===== src/rtl/reg_port_master.sv =====
// Requester-side sequencer for the register file's enable/finished handshake.
// One transaction at a time; write-back wins over operand reads.
module reg_port_master #(
  parameter int unsigned TIMEOUT = 15
) (
  input  logic        clk,
  input  logic        clr,
  input  logic        rd_req_valid,
  output logic        rd_req_ready,
  input  logic        use_rs,
  input  logic        use_rt,
  input  logic [4:0]  rs_addr,
  input  logic [4:0]  rt_addr,
  output logic        rd_resp_valid,
  output logic [31:0] rs_data,
  output logic [31:0] rt_data,
  input  logic        wb_valid,
  output logic        wb_ready,
  input  logic [4:0]  wb_addr,
  input  logic [31:0] wb_data,
  output logic        wb_done,
  output logic        err,
  output logic        re1,
  output logic        re2,
  output logic        we,
  output logic [4:0]  read_addr1,
  output logic [4:0]  read_addr2,
  output logic [4:0]  write_addr,
  output logic [31:0] write_data,
  input  logic [31:0] read_data1,
  input  logic [31:0] read_data2,
  input  logic        read_finished,
  input  logic        write_finished
);

  typedef enum logic [1:0] {
    IDLE  = 2'd0,
    READ  = 2'd1,
    WRITE = 2'd2,
    GAP   = 2'd3
  } state_t;

  localparam logic [7:0] TIMEOUT_C = TIMEOUT[7:0];

  state_t      state_q, state_d;
  logic [7:0]  cnt_q, cnt_d;
  logic        re1_q, re1_d, re2_q, re2_d, we_q, we_d;
  logic [4:0]  read_addr1_q, read_addr1_d, read_addr2_q, read_addr2_d;
  logic [4:0]  write_addr_q, write_addr_d;
  logic [31:0] write_data_q, write_data_d;
  logic [31:0] rs_data_q, rs_data_d, rt_data_q, rt_data_d;
  logic        rd_resp_valid_q, rd_resp_valid_d, wb_done_q, wb_done_d;
  logic        err_q, err_d;

  assign rd_req_ready  = (state_q == IDLE) && !wb_valid;
  assign wb_ready      = (state_q == IDLE);
  assign re1           = re1_q;
  assign re2           = re2_q;
  assign we            = we_q;
  assign read_addr1    = read_addr1_q;
  assign read_addr2    = read_addr2_q;
  assign write_addr    = write_addr_q;
  assign write_data    = write_data_q;
  assign rs_data       = rs_data_q;
  assign rt_data       = rt_data_q;
  assign rd_resp_valid = rd_resp_valid_q;
  assign wb_done       = wb_done_q;
  assign err           = err_q;

  // Next-state, registered enables and response generation.
  always_comb begin
    state_d         = state_q;
    cnt_d           = cnt_q;
    re1_d           = re1_q;
    re2_d           = re2_q;
    we_d            = we_q;
    read_addr1_d    = read_addr1_q;
    read_addr2_d    = read_addr2_q;
    write_addr_d    = write_addr_q;
    write_data_d    = write_data_q;
    rs_data_d       = rs_data_q;
    rt_data_d       = rt_data_q;
    rd_resp_valid_d = 1'b0;
    wb_done_d       = 1'b0;
    err_d           = err_q;

    case (state_q)
      IDLE: begin
        cnt_d = 8'd0;
        if (wb_valid) begin
          write_addr_d = wb_addr;
          write_data_d = wb_data;
          if (wb_addr == 5'd0) begin
            wb_done_d = 1'b1;
          end else begin
            we_d    = 1'b1;
            state_d = WRITE;
          end
        end else if (rd_req_valid) begin
          read_addr1_d = rs_addr;
          read_addr2_d = rt_addr;
          if (!use_rs && !use_rt) begin
            rd_resp_valid_d = 1'b1;
            rs_data_d       = 32'd0;
            rt_data_d       = 32'd0;
          end else begin
            re1_d   = use_rs;
            re2_d   = use_rt;
            state_d = READ;
          end
        end else begin
          state_d = IDLE;
        end
      end
      READ: begin
        // The latched use flags live in re1_q/re2_q for the whole READ.
        if (read_finished) begin
          rs_data_d       = re1_q ? read_data1 : 32'd0;
          rt_data_d       = re2_q ? read_data2 : 32'd0;
          rd_resp_valid_d = 1'b1;
          re1_d           = 1'b0;
          re2_d           = 1'b0;
          state_d         = GAP;
        end else if (cnt_q + 8'd1 == TIMEOUT_C) begin
          err_d           = 1'b1;
          rs_data_d       = 32'd0;
          rt_data_d       = 32'd0;
          rd_resp_valid_d = 1'b1;
          re1_d           = 1'b0;
          re2_d           = 1'b0;
          state_d         = GAP;
        end else begin
          cnt_d = cnt_q + 8'd1;
        end
      end
      WRITE: begin
        if (write_finished) begin
          wb_done_d = 1'b1;
          we_d      = 1'b0;
          state_d   = GAP;
        end else if (cnt_q + 8'd1 == TIMEOUT_C) begin
          err_d     = 1'b1;
          wb_done_d = 1'b1;
          we_d      = 1'b0;
          state_d   = GAP;
        end else begin
          cnt_d = cnt_q + 8'd1;
        end
      end
      GAP: begin
        // One idle cycle lets the register file drop its finished flags.
        re1_d   = 1'b0;
        re2_d   = 1'b0;
        we_d    = 1'b0;
        state_d = IDLE;
      end
      default: begin
        re1_d   = 1'b0;
        re2_d   = 1'b0;
        we_d    = 1'b0;
        state_d = IDLE;
      end
    endcase
  end

  // State and registered output flops with asynchronous clear.
  always_ff @(posedge clk or posedge clr) begin
    if (clr) begin
      state_q         <= IDLE;
      cnt_q           <= 8'd0;
      re1_q           <= 1'b0;
      re2_q           <= 1'b0;
      we_q            <= 1'b0;
      read_addr1_q    <= 5'd0;
      read_addr2_q    <= 5'd0;
      write_addr_q    <= 5'd0;
      write_data_q    <= 32'd0;
      rs_data_q       <= 32'd0;
      rt_data_q       <= 32'd0;
      rd_resp_valid_q <= 1'b0;
      wb_done_q       <= 1'b0;
      err_q           <= 1'b0;
    end else begin
      state_q         <= state_d;
      cnt_q           <= cnt_d;
      re1_q           <= re1_d;
      re2_q           <= re2_d;
      we_q            <= we_d;
      read_addr1_q    <= read_addr1_d;
      read_addr2_q    <= read_addr2_d;
      write_addr_q    <= write_addr_d;
      write_data_q    <= write_data_d;
      rs_data_q       <= rs_data_d;
      rt_data_q       <= rt_data_d;
      rd_resp_valid_q <= rd_resp_valid_d;
      wb_done_q       <= wb_done_d;
      err_q           <= err_d;
    end
  end

endmodule


===== config.mk =====
export PLATFORM = sky130hd
export DESIGN_NAME = reg_port_master
export DESIGN_NICKNAME = d
export VERILOG_FILES = /design/src/rtl/reg_port_master.sv
export SDC_FILE = /design/constraint.sdc
export NUM_CORES = 1
export LEC_CHECK = 0
export CAP_MARGIN = 5
export CORE_MARGIN = 1
export CORE_UTILIZATION = 44
export CTS_CLUSTER_DIAMETER = 100
export DETAILED_ROUTE_END_ITERATION = 7
export GPL_ROUTABILITY_DRIVEN = 0
export PLACE_DENSITY = 0.87
export SETUP_SLACK_MARGIN = 0.5
export SYNTH_ARGS = -nofsm -noshare
export SYNTH_HDL_FRONTEND = slang
export SYNTH_SLANG_ARGS = --single-unit

===== constraint.sdc =====
create_clock -name clk -period 4.71 [get_ports clk]
set_input_delay 0.471 -clock clk [delete_from_list [all_inputs] [get_ports clk]]
set_output_delay 0.471 -clock clk [all_outputs]
set_load 0.005 [all_outputs]

### After elaboration in Yosys (flattened, before gate mapping)

Index checks and enable logic that the tools add are counted.

| word-level totals | value |
|---|---|
| register bits | 127 |
| latch bits | 0 |
| memory bits (writable) | 0 |
| bits in read-only memories | 0 |
| input port bits | 119 |
| output and inout bits | 119 |
| word-level logic and storage cells | 102 |
| memories kept | 0 |

| operators by class | value |
|---|---|
| $add $sub $neg | 1 |
| multipliers | 0 |
| divide/modulo/power cells | 0 |
| order comparisons | 0 |
| equality and inequality tests | 16 |
| shift-type cells | 0 |
| multiplexer cells | 50 |
| bitwise logic cells | 1 |
| reduce and logical (&&, ||, !) cells | 20 |

Operators with widths:

| kind | number |
|---|---|
| two-way mux 32 bit | 8 |
| one-hot mux 32 bit (2 select lines) | 2 |
| two-way mux 8 bit | 3 |
| one-hot mux 8 bit (3 select lines) | 1 |
| two-way mux 1 bit | 22 |
| two-way mux 2 bit | 7 |
| inequality test 2 bit, second input constant | 7 |
| AND reduction 5 bit | 2 |
| inequality test 3 bit, second input constant | 3 |
| one-hot mux 1 bit (3 select lines) | 3 |
| AND reduction 3 bit | 3 |
| nonzero test 3 bit | 3 |
| adder 8 x 1 -> 8 bit, second input constant | 1 |
| == test 8 x 4 -> 1 bit, second input constant | 1 |
| one-hot mux 2 bit (4 select lines) | 1 |
| one-hot mux 1 bit (2 select lines) | 3 |
| logical NOT 5 bit | 1 |
| == test 2 bit, second input constant | 2 |
| inequality test 4 bit, second input constant | 1 |
| AND reduction 2 bit | 2 |
| AND reduction 4 bit | 1 |
| nonzero test 2 bit | 2 |
| logical NOT 1 bit | 3 |
| == test 2 x 1 -> 1 bit, second input constant | 1 |
| other kinds (4) | 5 |

### Depth between registers and ports, before layout

| depth | value |
|---|---|
| depth after elaboration | 6 |
| gate-level depth with buffers | 9 |
| mapped depth without buffers | 7 |

### Worst setup path before layout

OpenSTA, ideal clock, no wires.

| timing | value |
|---|---|
| path kind | register -> register |
| start point | register cnt_q[0] |
| end point | register rs_data_q[10], in the netlist rs_data[10] |
| setup time | 0.125 ns |
| arrival | 1.770 ns |
| data required time | 4.585 ns |
| setup slack | 2.815 ns |
| cell stages (with the launch flop) | 9 |
| path buffers | 2 |
| clock period less this slack | 1.895 ns |
| cells stage by stage | dfrtp_1 -> ha_1 -> xnor2_1 -> nor4b_2 -> nand4_2 -> nor2_2 -> buf_6 -> buf_6 -> o21ai_2 |

| between the ends | value |
|---|---|
| word-level cells in the longest chain between the ends | 4 |

Ends and longest elaborated chain:

| what | line | RTL |
|---|---|---|
| from (decl) | 46 | `logic [7:0] cnt_q, cnt_d;` |
| from (signal assigned) | 185 | `cnt_q <= cnt_d;` |
| adder 8 x 1 -> 8 bit | 124 | `end else if (cnt_q + 8'd1 == TIMEOUT_C) begin` |
| == test 8 x 4 -> 1 bit | 124 |  |
| inequality test 3 bit (no line) | -- |  |
| AND reduction 5 bit (no line) | -- |  |
| to (signal assigned) | 193 | `rs_data_q <= rs_data_d;` |
| to (decl) | 51 | `logic [31:0] rs_data_q, rs_data_d, rt_data_q, rt_data_d;` |

No other way between the ends.
A chain may end at the register's enable or synchronous reset.

### Final worst setup path

| timing | value |
|---|---|
| start point | register state_q[0] |
| end point | register rs_data_q[4], in the netlist rs_data[4] |

| between the ends | value |
|---|---|
| word-level cells in the longest chain between the ends | 3 |
| elaborated cells on any way between the ends | 9 |
| classes of those cells | eq/ne (5); mux (1); reduce/logical (3) |

Ends and longest elaborated chain:

| what | line | RTL |
|---|---|---|
| from (decl) | 45 | `state_t state_q, state_d;` |
| from (signal assigned) | 184 | `state_q <= state_d;` |
| == test 2 x 1 -> 1 bit / logical NOT 2 bit (equally long branches) | 87 | `case (state_q)` |
| inequality test 3 bit (no line) (tied with other cells) | -- |  |
| AND reduction 5 bit (no line) | -- |  |

Several ways; a longest one is shown, not always the timed one.

==> run_results.csv <==
group,metric,value,unit
status,status,"complete, no violations",
cells_and_area,n_antenna_cell,0,
yosys,yosysTopAreaCell,"dfrtp_1",
floorplanning,start_util,45.0,%
grt,antenna_found_initial,0,
yosys,synth_compound_area_share,19.0,%
critical_path,r2r_end,"rs_data[4]",
yosys,yosys.cell_count.top_type,"dfrtp_1",
timing,period_needed,3.57,ns
detailed_routing,via_per_inst,5.57,
floorplanning,rows,42,
yosys,netlist_top_cells_area,"dfrtp_1, mux2_2, a22oi_1",
yosys,synth_top_area_share,53.5,%
pwr,p_int,3.54,mW
clocking,ctsResizeCount,0,
critical_path,crit_path_max_fanout,38,
timing,fin_hold_ws,0.451,ns
floorplanning,ios,238,
yosys,synthArstFlopShare,100,%
critical_path,start_kind,"flop",
yosys,synth_ff_type,"dfrtp_1",
critical_path,crit_arrival,3.91,ns
pwr,clkPwrFrac,22.9,%
clocking,htreeDepth,4,
timing,finalClockSkew,0.00710,ns
timing,timing.final.ws_setup,1.14,ns
pwr,switching_share,31.9,%
critical_path,path_cells,"inv_1, ha_1, nand3b_4, o32a_2, nor2_2, a22oi_1, o21ai_2",
pwr,power_frac_seq,36.4,%
critical_path,cp-end-kind,"flop",
timing,maxSlewViolCount,0,
yosys,synth_top_family_by_area,"compound AO/OA/AOI/OAI gates",
placement,dp_hpwl,12000,um
floorplanning,chipWidth,118,um
yosys,avgSynthCellArea,10.3,um^2
clocking,cts_tree,"built",
pwr,peakVddDrop,0.451,mV
yosys,yosysSeqAreaShare,53.5,%
critical_path,r2r_start,"state_q[0]",
critical_path,slowest_delay,1.15,ns
detailed_routing,wl_per_cell,17.9,um
clocking,cts_root_buf,"clkbuf_16",
timing,tightest_slew,1.37,ns
timing,hold_viol,0,
grt,grt_overflow,0,
cells_and_area,nNetsFinal,922,
cells_and_area,final_layout_size_suffix_gt1_share,14.1,%
yosys,synth_fa_ha_area_share,1.26,%
detailed_routing,first_pass_iters,5,
detailed_routing,ant_nets,0,
grt,grt_pass1_vias,5676,
pwr,pwr_density_cell,582,nW/um^2
timing,fmax,280,MHz
detailed_routing,dr_total_vias,5491,
pwr,p_switching,1.66,mW
yosys,ys_warn_count,0,
placement,port_buffers,237,
yosys,syn-num-nets,701,
yosys,synthSimpleGateAreaFrac,12.6,%
grt,grt_max_degree,60,
yosys,synth-seq-cells,127,
timing,period_share,75.8,%
yosys,synth_xor_area_share,0.758,%
detailed_routing,drt_first_iter_violations,605,
floorplanning,die_h,118,um
yosys,netlist_area,5940,um^2
floorplanning,dieArea,14000,um^2
yosys,synth.area.mux_share,9.06,%
clocking,cts_made_buffers,17,
critical_path,slowest_stage,"nor2_2",
clocking,post_cts_buffers,0,
placement,dp_slack,1.22,ns
critical_path,ff2ff_path_depth,7,
cells_and_area,areaGrowthSynthToFinish,50.5,%
critical_path,required,5.05,ns
grt,grt_pass1_wl,28200,um
timing,finalSetupViolCount,0,
yosys,syn_inst,576,
critical_path,r2r_setup_slack,1.14,ns
yosys,synth_cell_types,46,
hold_path,worstHoldStart,"err",
hold_path,hold_depth,1,
hold_path,hold-path-endpoint,"err",
hold_path,hp-class,"flop to flop",
floorplanning,placeableCoreArea,13200,um^2
yosys,synth-edff-count,0,
flow_run,maxCapViolCount,0,
critical_path,criticalPathCategory,"flop to flop",
timing,relSlewSlack,8.85,%
clocking,insertion_delay,0.42,ns
pwr,power.leakage,3.83,nW
clocking,cts_sinks,127,
cells_and_area,utilization,67.8,%
clocking,hold_buffers,0,
grt,grt_use_total,25.8,%
detailed_routing,drt-total-wl,17600,um
detailed_routing,drc,0,
clocking,cts_buffer_depth,2,
pwr,p_comb_share,40.7,%
timing,rsz0062_at_grt,"false",
timing,tns,0,ns
yosys,synth_common_cells,"dfrtp_1, nand2_1, a22oi_1",
clocking,clk_pin_slew,0.06,ns
-- power groups by stage --
stage	clock, mW	combinational [mW]	sequential, mW
floorplan	0	0.880	1.86
global placement	0	2.04	1.86
detailed placement	0	2.10	1.90
CTS	1.21	2.13	1.89
global route	1.26	2.27	1.95
finish	1.19	2.12	1.89
-- critical path: cells and delay by family (launching register included) --
family,cells,cell delay (ns)
buffers and inverters,1,0.12
adder cells (fa/ha/maj),1,0.45
AO/OA/AOI/OAI,3,1.06
AND/OR/NAND/NOR,2,1.40
flip-flops,1,0.44
-- per-stage QoR --
stage	area [um^2]	cells	power (mW)
CTS	8940	986	5.23
finish	8940	986	5.21
detailed placement	8410	954	4.00
global placement	8410	954	3.90
global route	8940	986	5.48
floorplan	5940	576	2.74
-- cell families (layout without fill, tap and decap cells) --
| group | count (synthesis) | count (layout) |
|---|---|---|
| flip-flops | 127 | 127 |
| AO/OA/AOI/OAI | 166 | 166 |
| adder cells (fa/ha/maj) | 6 | 6 |
| XOR/XNOR | 3 | 3 |
| multiplexers | 48 | 48 |
| buffers and inverters | 51 | 285 |
| AND/OR/NAND/NOR | 175 | 175 |
-- per-layer routing --
metal | share of wire (%) | up-vias | global-route usage (%)
met5 | 0 | - | 0
met2 | 50 | 284 | 44.0
met3 | 8.0 | 40 | 9.27
li1 | - | 2474 | -
met4 | 2.9 | 0 | 10.1
met1 | 39 | 2693 | 29.5
-- flip-flops by register name (all words and copies together), names as in the netlist, 2 cells and up --
register and flops:
write_addr 5, rt_data 32, rs_data 32, state_q 2, cnt_q 8, read_addr1 5
write_data 32, read_addr2 5
-- cell usage in the layout (no fill, tap or decap), types with 4 or more instances in the layout --
cell | Yosys | final
nand3_1 | 6 | 6
nand2_1 | 107 | 107
a22oi_1 | 65 | 65
mux2_2 | 46 | 46
inv_1 | 9 | 8
buf_4 | 1 | 7
a21oi_1 | 5 | 5
o21ai_0 | 57 | 57
clkdlybuf4s50_1 | 0 | 237
nor3_1 | 4 | 4
o21ai_2 | 19 | 19
ha_1 | 6 | 6
clkinv_2 | 0 | 7
nor2_1 | 39 | 36
clkbuf_16 | 0 | 17
dfrtp_1 | 127 | 127
-- layout make-up --
cell class | instances | area [um^2]
flip-flops and latches | 127 | 3180
fillers | 922 | 4250
well taps | 176 | 220
clock buffers | 20 | 437
repair buffers | 244 | 2420
multi-input cells | 398 | 2550
clock inverters | 12 | 96.3
inverters | 9 | 36.3
-- worst max path at each step --
| stage | start | end | slack, ns | cells after the start |
|---|---|---|---|---|
| 6_report | state_q[0] | rs_data[4] | 1.14 | 7 |
| 4_1_cts | state_q[0] | rs_data[23] | 1.21 | 7 |
| 3_3_place_gp | wb_valid | rs_data[10] | 1.37 | 6 |
| 3_5_place_dp | wb_valid | rs_data[16] | 1.22 | 6 |
| 2_1_floorplan | clr | cnt_q[0] | 0.85 | 1 |
| 5_1_grt | cnt_q[0] | rs_data[23] | 0.95 | 6 |
Note: power is estimated with default switching activity, not from simulation.
